$ cat src/rtl/ysyx_22041071_mem.sv
// Memory-access stage between EX and WB.
// ALU results pass straight through in one cycle. Loads and stores make a
// single aligned doubleword request on the data-memory port. Byte lanes are
// selected with a write mask. Load data is shifted down and then sign- or
// zero-extended. An access that crosses the doubleword is truncated to the
// lanes that lie inside that doubleword.
module ysyx_22041071_mem (
    input  logic        clk,
    input  logic        reset,
    // upstream (EX)
    input  logic        valid5,
    output logic        ready5,
    input  logic [63:0] PC5,
    input  logic [31:0] Ins4,
    input  logic        reg_w_en3,
    input  logic [4:0]  rdest2,
    input  logic [63:0] ALU_res,
    input  logic [63:0] st_data,
    input  logic        mem_r_en,
    input  logic        mem_w_en,
    input  logic [2:0]  mem_size,
    // data memory
    output logic        dmem_req,
    output logic        dmem_we,
    output logic [63:0] dmem_addr,
    output logic [63:0] dmem_wdata,
    output logic [7:0]  dmem_wmask,
    input  logic        dmem_gnt,
    input  logic        dmem_rvalid,
    input  logic [63:0] dmem_rdata,
    // downstream (WB)
    output logic        valid6,
    input  logic        ready6,
    output logic [63:0] PC6,
    output logic [31:0] Ins5,
    output logic        reg_w_en4,
    output logic [4:0]  rdest3,
    output logic [63:0] WB_data1
);

    typedef enum logic [1:0] {
        IDLE = 2'd0,
        REQ  = 2'd1,
        WAIT = 2'd2,
        OUT  = 2'd3
    } state_t;

    state_t      state_r;
    logic [63:0] pc_r;
    logic [31:0] ins_r;
    logic        wen_r;
    logic [4:0]  rd_r;
    logic [2:0]  off_r;
    logic [2:0]  size_r;
    logic        store_r;

    // Byte-lane mask for a store. Lanes shifted past bit 7 are dropped, so
    // an access that crosses the doubleword is truncated rather than split.
    function automatic logic [7:0] store_mask(input logic [2:0] size, input logic [2:0] off);
        logic [7:0] base;
        case (size[1:0])
            2'b00:   base = 8'h01;
            2'b01:   base = 8'h03;
            2'b10:   base = 8'h0F;
            default: base = 8'hFF;
        endcase
        return base << off;
    endfunction

    // Moves the store data into the byte lanes that the address selects.
    function automatic logic [63:0] store_data(input logic [63:0] data, input logic [2:0] off);
        return data << {off, 3'b000};
    endfunction

    // Moves the selected lanes down to bit 0, then extends to 64 bits.
    function automatic logic [63:0] load_format(input logic [63:0] raw,
                                                input logic [2:0]  off,
                                                input logic [2:0]  size);
        logic [63:0] sh;
        logic [63:0] res;
        sh = raw >> {off, 3'b000};
        case (size)
            3'b000:  res = {{56{sh[7]}},  sh[7:0]};
            3'b001:  res = {{48{sh[15]}}, sh[15:0]};
            3'b010:  res = {{32{sh[31]}}, sh[31:0]};
            3'b100:  res = {56'd0, sh[7:0]};
            3'b101:  res = {48'd0, sh[15:0]};
            3'b110:  res = {32'd0, sh[31:0]};
            default: res = sh;
        endcase
        return res;
    endfunction

    // Upstream can hand over a new instruction only while nothing is in flight.
    assign ready5 = (state_r == IDLE);

    // Stage controller: sequences the access and owns every registered output.
    always_ff @(posedge clk) begin
        if (!reset) begin
            state_r    <= IDLE;
            pc_r       <= 64'd0;
            ins_r      <= 32'd0;
            wen_r      <= 1'b0;
            rd_r       <= 5'd0;
            off_r      <= 3'd0;
            size_r     <= 3'd0;
            store_r    <= 1'b0;
            dmem_req   <= 1'b0;
            dmem_we    <= 1'b0;
            dmem_addr  <= 64'd0;
            dmem_wdata <= 64'd0;
            dmem_wmask <= 8'd0;
            valid6     <= 1'b0;
            PC6        <= 64'd0;
            Ins5       <= 32'd0;
            reg_w_en4  <= 1'b0;
            rdest3     <= 5'd0;
            WB_data1   <= 64'd0;
        end else begin
            case (state_r)
                IDLE: begin
                    if (valid5) begin
                        pc_r    <= PC5;
                        ins_r   <= Ins4;
                        wen_r   <= reg_w_en3;
                        rd_r    <= rdest2;
                        off_r   <= ALU_res[2:0];
                        size_r  <= mem_size;
                        store_r <= mem_w_en;
                        if (mem_r_en || mem_w_en) begin
                            // A load with the write flag also set is treated as a store.
                            state_r   <= REQ;
                            dmem_req  <= 1'b1;
                            dmem_we   <= mem_w_en;
                            dmem_addr <= {ALU_res[63:3], 3'b000};
                            if (mem_w_en) begin
                                dmem_wdata <= store_data(st_data, ALU_res[2:0]);
                                dmem_wmask <= store_mask(mem_size, ALU_res[2:0]);
                            end else begin
                                dmem_wdata <= 64'd0;
                                dmem_wmask <= 8'd0;
                            end
                        end else begin
                            state_r   <= OUT;
                            valid6    <= 1'b1;
                            WB_data1  <= ALU_res;
                            PC6       <= PC5;
                            Ins5      <= Ins4;
                            reg_w_en4 <= reg_w_en3;
                            rdest3    <= rdest2;
                        end
                    end else begin
                        state_r <= IDLE;
                    end
                end
                REQ: begin
                    if (dmem_gnt) begin
                        dmem_req <= 1'b0;
                        dmem_we  <= 1'b0;
                        if (store_r) begin
                            state_r   <= OUT;
                            valid6    <= 1'b1;
                            WB_data1  <= 64'd0;
                            PC6       <= pc_r;
                            Ins5      <= ins_r;
                            reg_w_en4 <= 1'b0;
                            rdest3    <= rd_r;
                        end else begin
                            state_r <= WAIT;
                        end
                    end else begin
                        state_r <= REQ;
                    end
                end
                WAIT: begin
                    if (dmem_rvalid) begin
                        state_r   <= OUT;
                        valid6    <= 1'b1;
                        WB_data1  <= load_format(dmem_rdata, off_r, size_r);
                        PC6       <= pc_r;
                        Ins5      <= ins_r;
                        reg_w_en4 <= wen_r;
                        rdest3    <= rd_r;
                    end else begin
                        state_r <= WAIT;
                    end
                end
                OUT: begin
                    if (ready6) begin
                        state_r <= IDLE;
                        valid6  <= 1'b0;
                    end else begin
                        state_r <= OUT;
                    end
                end
                default: begin
                    state_r  <= IDLE;
                    valid6   <= 1'b0;
                    dmem_req <= 1'b0;
                    dmem_we  <= 1'b0;
                end
            endcase
        end
    end

endmodule

$ cat config.mk
export PLATFORM = sky130hd
export DESIGN_NAME = ysyx_22041071_mem
export DESIGN_NICKNAME = d
export VERILOG_FILES = /design/src/rtl/ysyx_22041071_mem.sv
export SDC_FILE = /design/constraint.sdc
export NUM_CORES = 1
export LEC_CHECK = 0
export CAP_MARGIN = 10
export CORE_MARGIN = 1.5
export CORE_UTILIZATION = 35
export DETAILED_ROUTE_END_ITERATION = 10
export PLACE_DENSITY = 0.66
export SYNTH_ARGS = -nofsm -noshare
export SYNTH_HDL_FRONTEND = slang
export SYNTH_SLANG_ARGS = --single-unit
export TNS_END_PERCENT = 100
$ cat constraint.sdc
create_clock -name clk -period 2.3 [get_ports clk]
set_input_delay 0.345 -clock clk [delete_from_list [all_inputs] [get_ports clk]]
set_output_delay 0.345 -clock clk [all_outputs]
set_load 0.02 [all_outputs]
# After elaboration in Yosys (flattened, before gate mapping)
# Index checks and enable logic that the tools add are counted.
# Widths: inputs -> output; s select.
op_classes:
  n_eq_ne: 17
  shift: 3
  muxes: 60
  n_reduce_logical: 11
op_table:
  columns: ["op", "n"]
  rows:
  - ["$mux 64", 11]
  - ["$pmux 64 s3", 2]
  - ["$pmux 64 s6", 1]
  - ["$mux 32", 5]
  - ["$pmux 32 s3", 1]
  - ["$shl 64x6->64", 1]
  - ["$shr 64x6->64", 1]
  - ["$mux 8", 6]
  - ["$mux 5", 5]
  - ["$pmux 8 s3", 1]
  - ["$mux 1", 18]
  - ["$pmux 5 s3", 1]
  - ["$ne 2x2->1 const B", 6]
  - ["$reduce_and 6->1", 2]
  - ["$eq 3x3->1 const B", 3]
  - ["$mux 2", 4]
  - ["$pmux 2 s4", 1]
  - ["$shl 8x3->8", 1]
  - ["$eq 2x2->1 const B", 3]
  - ["$eq 2x1->1 const B", 2]
  - ["$logic_not 2->1", 2]
  - ["$pmux 1 s2", 2]
  - ["$pmux 1 s4", 1]
  - ["$reduce_and 4->1", 1]
  - ["other kinds (10)", 10]
totals:
  reg_bits: 413
  input_bits: 305
  out_inout_bits: 306
  wordCells: 110

# Longest topological paths before layout
# Gate-level depths: netlist (run 1).
depth:
  ltp_word: 9
  ltp_mapped: 10
  ltp_nobuf: 7

# Least setup slack after synthesis (run 1)
# OpenSTA, ideal clock, no wires.
synth_path:
  path_type: "reg-to-reg"
  startpoint: "register state_r[0]"
  endpoint: "register dmem_addr[19]"
  setup_ps: 70
  arrival_ps: 2189
  required_time_ps: 2230
  path_slack_ps: 40
  path_stages_with_launch: 11
  path_buffers: 4
  period_less_slack_ps: 2260
  path_cell_list: "dfxtp_1 > inv_1 > ha_1 > clkbuf_1 > and2_1 > clkbuf_1 > o21ai_1 > clkbuf_1 > clkbuf_1 > nand2_1 > a21oi_1"
synth_via:
  elab_chain_len: 2
synth_rtl:
  columns: ["element", "line_no", "source"]
  rows:
  - ["from (decl)", "48", "state_t state_r;"]
  - ["from (signal assigned)", "100", "state_r <= IDLE;"]
  - ["from (signal assigned)", "132", "state_r <= REQ;"]
  - ["from (signal assigned)", "144", "state_r <= OUT;"]
  - ["$logic_not 2->1", null, null]
  - ["net ready5", "12", "output logic ready5,"]
  - ["$reduce_and 3->1 (no line)", null, null]
  - ["to (signal assigned)", "135", "dmem_addr <= {ALU_res[63:3], 3'b000};"]
  - ["to (decl)", "25", "output logic [63:0] dmem_addr,"]
# The timed path passes the listed nets, and every way through them passes these cells.
# A chain may end at the register's enable or synchronous reset.

# Worst setup path after layout (run 1)
layout_path:
  startpoint: "register state_r[1]"
  endpoint: "register WB_data1[28]"
layout_via:
  elab_chain_len: 3
  elab_cells_between_ends: 11
  classes_between: "7 x eq/ne; 1 x mux; 3 x reduce/logical"
layout_rtl:
  columns: ["element", "line_no", "source"]
  rows:
  - ["$eq 2x1->1, or another cell as far along", "120", "case (state_r)"]
  - ["$ne 2x2->1 (no line) / $reduce_bool 3->1 (equally long branches)", null, null]
  - ["$reduce_and 6->1 (no line)", null, null]
  - ["to (signal assigned)", "146", "WB_data1 <= ALU_res;"]
  - ["to (signal assigned)", "179", "WB_data1 <= load_format(dmem_rdata, off_r, size_r);"]
  - ["to (decl)", "38", "output logic [63:0] WB_data1"]
# Several ways; a longest one is shown, not always the timed one.

==> reports/qor.txt, run 1 <==
Status - complete, no violations
Netlist cell types - 63
Post-route cell area - 28,700 um^2
Peak supply drop - 0.565 mV
RSZ-0062 raised after global routing - false
TritonCTS clock tree - done
Largest net degree at the start of global routing - 103
Mux contribution to synthesized area - 0.138
Area contributors post-synth - dfxtp_1 43%, mux2i_1 9.0%, nand2_1 8.3%, a21oi_1 7.2%, a211oi_1 4.0%
Initial antenna violation count - 11
Max Clk Rate - 0.450 GHz
Nets - 3,207
Die X - 238 um
Buffers added on ports - 607
WL final - 82,800 um
Crit Path Max Fanout - 16
Starting Density - 0.353
Largest family of logic cells by synthesized area - compound AO/OA/AOI/OAI gates
CTS root buf - clkbuf_16
GRT Util Overall - 0.275
Yosys top cell by area - dfxtp_1
Leakage power - 0.0104 uW
Layout cell share with drive strength beyond 1 - 0.110
Maxcap violations - 0
Req. time, crit path - 2.74 ns
Cts bufs inserted - 48
Vias/cell - 5.47
Setup crit end kind - register
Core Rows - 86
IO Count - 611
Cts hold-fix bufs - 0
Die height - 238 um
Vias in the first global route - 19,200
Area of the multi-input gates - 10,300 um^2
DP Area - 26,900 um^2
First-pass GRT wire length - 120,000 um
Detailed Route Iter0 Violations - 1,625
GR Overflow Total - 0
Final Hold Viols - 0
Critical path arrival - 2.66 ns
Fin Setup TNS - 0 ns
Fillers - 5,039
H-tree depth - 2
Crit path time final - 2.22 ns
Internal reg-to-reg setup slack - 0.08 ns
Synth Area in Simple Gates - 0.159
Clk buf depth - 3
Main synth FF type - dfxtp_1
Avg Synthesized Cell Area - 8.43 um^2
Top-count cell post-synth - nand2_1
Avg WL per Cell - 22.5 um
DRT antenna net count - 0
Detailed-route via count - 20,200
Kind of critical path - reg -> reg
Sequential fraction of the synthesis area - 0.426
Post-synth EDFFs - 0
Flops & latches, synth - 413
Tightest Hold Check Type - in -> reg
# setup viols final - 0
Reg clk slew, reported paths - 0.06 ns
GP Congestion - 0.963
Worst Tran Pin Value - 0.739 ns
Synth warnings - 0
Residual DRC count - 0
Post-synthesis compound-gate area fraction - 0.224
Syn-to-layout area delta - 48.1%
Synth Area in Adders - 0.00258
Mapped Area - 19,400 um^2
Post-synthesis cell count - 2,302
CTS sink cnt - 413
Final worst-path cycle share - 0.966
Slew margin rel. - 0.505
Commonest cells post-synth - 427 x nand2_1, 413 x dfxtp_1, 281 x a21oi_1
DP HPWL - 61,100 um
Die Area - 56,900 um^2
Synth Area in XOR/XNOR - 0
Max-slew violations - 0
Clk Latency, worst-skew pair - 0.59 ns
Pwr per Cell Area - 813 nW/um^2
Async SR Flop Fraction - 0
Drt pass-1 iters - 5
Critical path startpoint category - register
Worst Skew - 0.0193 ns
Top cell type's share of synthesized area - 0.426
Register area - 8270 um^2
Core Box Area - 55,000 um^2
layer usage:
metal	vias up	GRT usage	wire length, um	share of wire
met3	201	0.0670	6580	0.079
met2	941	0.460	39300	0.47
li1	9398	-	-	-
met1	9634	0.328	32500	0.39
met4	12	0.140	4270	0.052
met5	-	0	74	0.00089
area by class of cell:
type	instances	area share
Multi-Input combinational cell	1670	0.357
Sequential cell	413	0.288
Timing Repair Buffer	755	0.263
Clock buffer	68	0.0483
Tap cell	748	0.0326
Clock inverter	18	0.00910
Inverter	10	0.00157
Antenna cell	5	0.000435
state kept, by name (all words and copies together) (netlist names), 5 cells and up:
register / cells
WB_data1: 64
rd_r: 5
dmem_wmask: 8
PC6: 64
rdest3: 5
dmem_addr: 61
ins_r: 32
Ins5: 32
pc_r: 64
dmem_wdata: 64
cell families after synthesis:
kind of cell | after synthesis
other | 1
muxes | 226
buffers and inverters | 222
adders and majority gates | 4
and+or+nand+nor | 744
DFF | 413
AOI/OAI and AO/OA | 692
worst max-delay path: stages (launching register included):
cell and delay (ns):
dfxtp_1 0.33, inv_1 0.06, ha_1 0.19, a21boi_4 0.17, a2111o_2 0.52, buf_4 0.18, a311oi_4 0.32, buf_12 0.20
a221oi_1 0.10
metrics by stage:
stage                     total power (uW)   util  hold slack (ns)  setup WS [ns]  instances
final                                23400  0.523            0.192         0.0791       3687
after CTS                            23400  0.519            0.163        0.00393       3671
after floorplan                      12000      -            0.436         0.0404       2304
after global placement               15200  0.489            0.440         -0.392       3585
after detailed placement             15300  0.489            0.445         -0.428       3585
after global routing                 24300  0.522            0.183        0.00112       3685
cell usage in the layout (no fill, tap or decap), types with 9 or more instances in the layout:
cell type	Yosys	final
nor3_1	9	9
mux4_2	31	31
clkbuf_1	139	10
clkdlybuf4s50_1	0	603
buf_12	0	25
o211ai_1	9	9
a22oi_1	74	74
nor2_1	202	199
clkbuf_8	0	9
nand2_1	427	426
or3_1	9	9
o21ai_0	108	108
nor2b_1	22	21
a211oi_1	104	104
nand2b_1	12	12
mux2i_1	174	174
buf_4	15	118
a21oi_1	281	281
nand3_1	28	28
o22ai_1	26	26
or2_2	9	9
clkbuf_16	0	51
dfxtp_1	413	410
mux2_2	21	21
o21bai_1	16	16
repair_timing:
| item | in CTS | in global routing |
|---|---|---|
| setup endpoints to repair | 2 | 128 |
| gates resized for setup | 2 | 16 |
| gates cloned | 0 | 3 |
| setup buffers | 0 | 8 |
| pin swaps | 0 | 5 |
worst paths after layout:
kind	startpoint	cells past startpoint	endpoint
min reg2reg	dmem_wdata[52]$_SDFFE_PN0P_	2	dmem_wdata[52]$_SDFFE_PN0P_
min	reset	3	pc_r[37]$_SDFFE_PN0P_
max	state_r[1]$_SDFF_PN0_	8	WB_data1[28]$_SDFFE_PN0P_
max reg2reg	state_r[1]$_SDFF_PN0_	8	WB_data1[28]$_SDFFE_PN0P_
report_power, final:
part | leakage, uW | internal [uW] | switching (uW) | total, uW
Clock | 0.000810 | 4870 | 3180 | 8050
Sequential | 0.00339 | 7910 | 465 | 8370
Combinational | 0.00617 | 3130 | 3800 | 6930
Total | 0.0104 | 15900 | 7440 | 23400
No activity file was read; power rests on OpenSTA's default activity.
==> inputs of run 2 (changes only) <==
CTS_CLUSTER_DIAMETER = 150   (was default)
CTS_CLUSTER_SIZE = 8   (was default)
==> reports/qor.txt, run 2 (synthesized netlist as in run 1, its figures left out) <==
DP Area - 26,900 um^2 (unchanged)
First-pass GRT wire length - 121,000 um (+0.58%)
Syn-to-layout area delta - 47.8%
Max Clk Rate - 0.453 GHz (+0.69%)
GR Util met1 - 0.331 (+0.00280)
IO Count - 611 (unchanged)
Maxcap violations - 0 (unchanged)
Die height - 238 um (unchanged)
Cts hold-fix bufs - 0 (unchanged)
Vias/cell - 5.52 (+0.90%)
DRT antenna net count - 0 (unchanged)
CTS sink cnt - 413 (unchanged)
R2R Path End - WB_data1[30]$_SDFFE_PN0P_
Hold endpoint - pc_r[39]$_SDFFE_PN0P_
Min Hold Slack - 0.171 ns (-0.0213 ns)
Largest net degree at the start of global routing - 103 (unchanged)
Clk Latency, worst-skew pair - 0.60 ns (about the same)
Starting Density - 0.353 (unchanged)
Final worst-path cycle share - 0.959 (-0.00658)
M3 GR Usage - 0.0664 (-0.000578)
Critical path startpoint category - register
Pwr per Cell Area - 797 nW/um^2 (-1.9%)
Buffers added on ports - 607 (unchanged)
Pre-CTS setup slack - -0.428 ns (unchanged)
Busiest layer in global routing - met2
GR Overflow Total - 0 (unchanged)
Vias in the first global route - 19,400 (+0.68%)
TritonCTS clock tree - done
P_sw - 7420 uW (-0.27%)
H-tree depth - 2 (unchanged)
CP cell instances - inv_1, ha_1, a21boi_4, a2111o_2, buf_6, a311oi_4, clkbuf_16, a221oi_2
Finished Core Util - 0.521 (-0.00116)
Initial antenna violation count - 12 (+1)
Nets - 3,218 (+0.34%)
GRT Util Overall - 0.277 (+0.00158)
Clk pwr share - 0.326 (-0.019)
Post-route cell area - 28,700 um^2 (-0.22%)
Status - complete, no violations
Residual DRC count - 0 (unchanged)
Core Rows - 86 (unchanged)
WL final - 83,500 um (+0.87%)
Critical path arrival - 2.68 ns (+0.02 ns)
Avg WL per Cell - 22.8 um (+1.5%)
Slew margin rel. - 0.496 (-0.00942)
Crit path time final - 2.21 ns (-0.0151 ns)
Worst R2R Start - state_r[1]$_SDFF_PN0_
Critical path's largest stage delay - 0.51 ns (about the same)
Tightest Hold Check Type - in -> reg
Slowest cell on crit path - a2111o_2
Core Box Area - 55,000 um^2 (unchanged)
Peak supply drop - 0.577 mV (+2.1%)
Net Sw Frac - 0.325 (+0.00610)
Crit Path Max Fanout - 8 (-8)
Leakage power - 0.0103 uW (-0.36%)
Final Hold Viols - 0 (unchanged)
Kind of critical path - reg -> reg
Fillers - 5,052 (+0.26%)
Clk buf depth - 3 (unchanged)
Comb pwr share - 0.307 (+0.010)
DP HPWL - 61,100 um (unchanged)
Setup crit end kind - register
Die X - 238 um (unchanged)
Max-slew violations - 0 (unchanged)
Met2 GRT Util - 0.467 (+0.00645)
Cts bufs inserted - 57 (+19%)
Layout cell share with drive strength beyond 1 - 0.109 (-0.00153)
PnR worst setup slack - 0.0942 ns (+0.0151 ns)
Commonest cells after routing, fill and taps aside - 603 x clkdlybuf4s50_1, 426 x nand2_1, 408 x dfxtp_1
Worst Tran Pin Value - 0.754 ns (+0.0141 ns)
Hold Path Depth - 3 (unchanged)
Detailed Route Iter0 Violations - 1,730 (+6.5%)
Cell Int Power - 15,400 uW (-3.0%)
Sequential share of power - 0.367 (+0.008)
Req. time, crit path - 2.78 ns (+0.04 ns)
Reg clk slew, reported paths - 0.06 ns (about the same)
Internal reg-to-reg setup slack - 0.09 ns (+0.02 ns)
Drt pass-1 iters - 6 (+1)
Reg2Reg Depth - 8 (unchanged)
CTS root buf - clkbuf_16
Hold path start - reset
Detailed-route via count - 20,200 (+0.30%)
Most common cell after layout, fill and taps aside - clkdlybuf4s50_1
# setup viols final - 0 (unchanged)
RSZ-0062 raised after global routing - false
Die Area - 56,900 um^2 (unchanged)
Worst Skew - 0.0141 ns (-0.00519 ns)
Design Power - 22,900 uW (-2.1%)
GP Congestion - 0.963 (unchanged)
[run 2: changes by cell type in the layout (fill, tap and decap cells not counted), sizes merged]
| cell | previous run | this run |
|---|---|---|
| bufinv | 6 | 0 |
| clkbuf | 71 | 62 |
| clkinv | 10 | 2 |
| clkinvlp | 1 | 0 |
| diode | 5 | 6 |
| inv | 11 | 12 |
[run 2: cell type report]
| type | instances | area [um^2] | area share |
|---|---|---|---|
| sequential | 413 | 8270 | 0.289 |
| inverter | 10 | 45.0 | 0.00157 |
| tap | 748 | 936 | 0.0326 |
| clock inverter | 4 | 42.5 | 0.00148 |
| antenna | 6 | 15.0 | 0.000524 |
| clock buffer | 57 | 1430 | 0.0498 |
| timing repair buffer | 757 | 7620 | 0.266 |
| multi-input combinational | 1670 | 10300 | 0.360 |
[run 2: layer usage]
| layer | part of all wire | vias to the layer above |
|---|---|---|
| met5 | 0.00092 | - |
| met4 | 0.049 | 12 |
| met3 | 0.082 | 199 |
| met2 | 0.48 | 980 |
| met1 | 0.39 | 9653 |
| li1 | - | 9402 |
[run 2: power groups by stage]
stage	Clock, uW	Sequential [uW]	Combinational (uW)
3_3_place_gp	0	8480	6680
3_5_place_dp	0	8510	6770
4_1_cts	7610	8380	6800
6_report	7450	8390	7010
2_1_floorplan	0	9120	2880
5_1_grt	7920	8450	7460
[run 2: worst max path at each step]
| stage | cells after the start | slack (ns) | to | startpoint |
|---|---|---|---|---|
| finish | 8 | 0.09 | WB_data1[30]$_SDFFE_PN0P_ | state_r[1]$_SDFF_PN0_ |
| global route | 8 | 0.01 | WB_data1[19]$_SDFFE_PN0P_ | state_r[1]$_SDFF_PN0_ |
| CTS | 10 | 0.002 | WB_data1[48]$_SDFFE_PN0P_ | state_r[1]$_SDFF_PN0_ |
| detailed placement | 7 | -0.43 | WB_data1[12]$_SDFFE_PN0P_ | valid5 |
| global placement | 7 | -0.39 | WB_data1[63]$_SDFFE_PN0P_ | valid5 |
| floorplan | 10 | 0.04 | dmem_addr[19]$_SDFFE_PN0P_ | state_r[0]$_SDFF_PN0_ |
[run 2: stage by stage]
step / std cells / TNS, ns
after floorplan: 2304 / 0
after global placement: 3585 / -40.37
after detailed placement: 3585 / -49.20
after CTS: 3646 / 0
after global routing: 3663 / 0
final: 3665 / 0
[run 2: worst max-delay path: cells and delay by family, from the launching register on]
family          cells  cell delay (ns)
fa+ha+maj           1             0.19
flops               1             0.32
buf+inv             3             0.45
compound gates      4             1.10
[run 2: repair_timing]
action                                  CTS  global route
pin swaps                                 0             5
endpoints found under the setup margin    1           131
gates cloned                              0             5
hold endpoints to repair                  0             0
buffers inserted                          0             8
gates resized for setup                   2            26
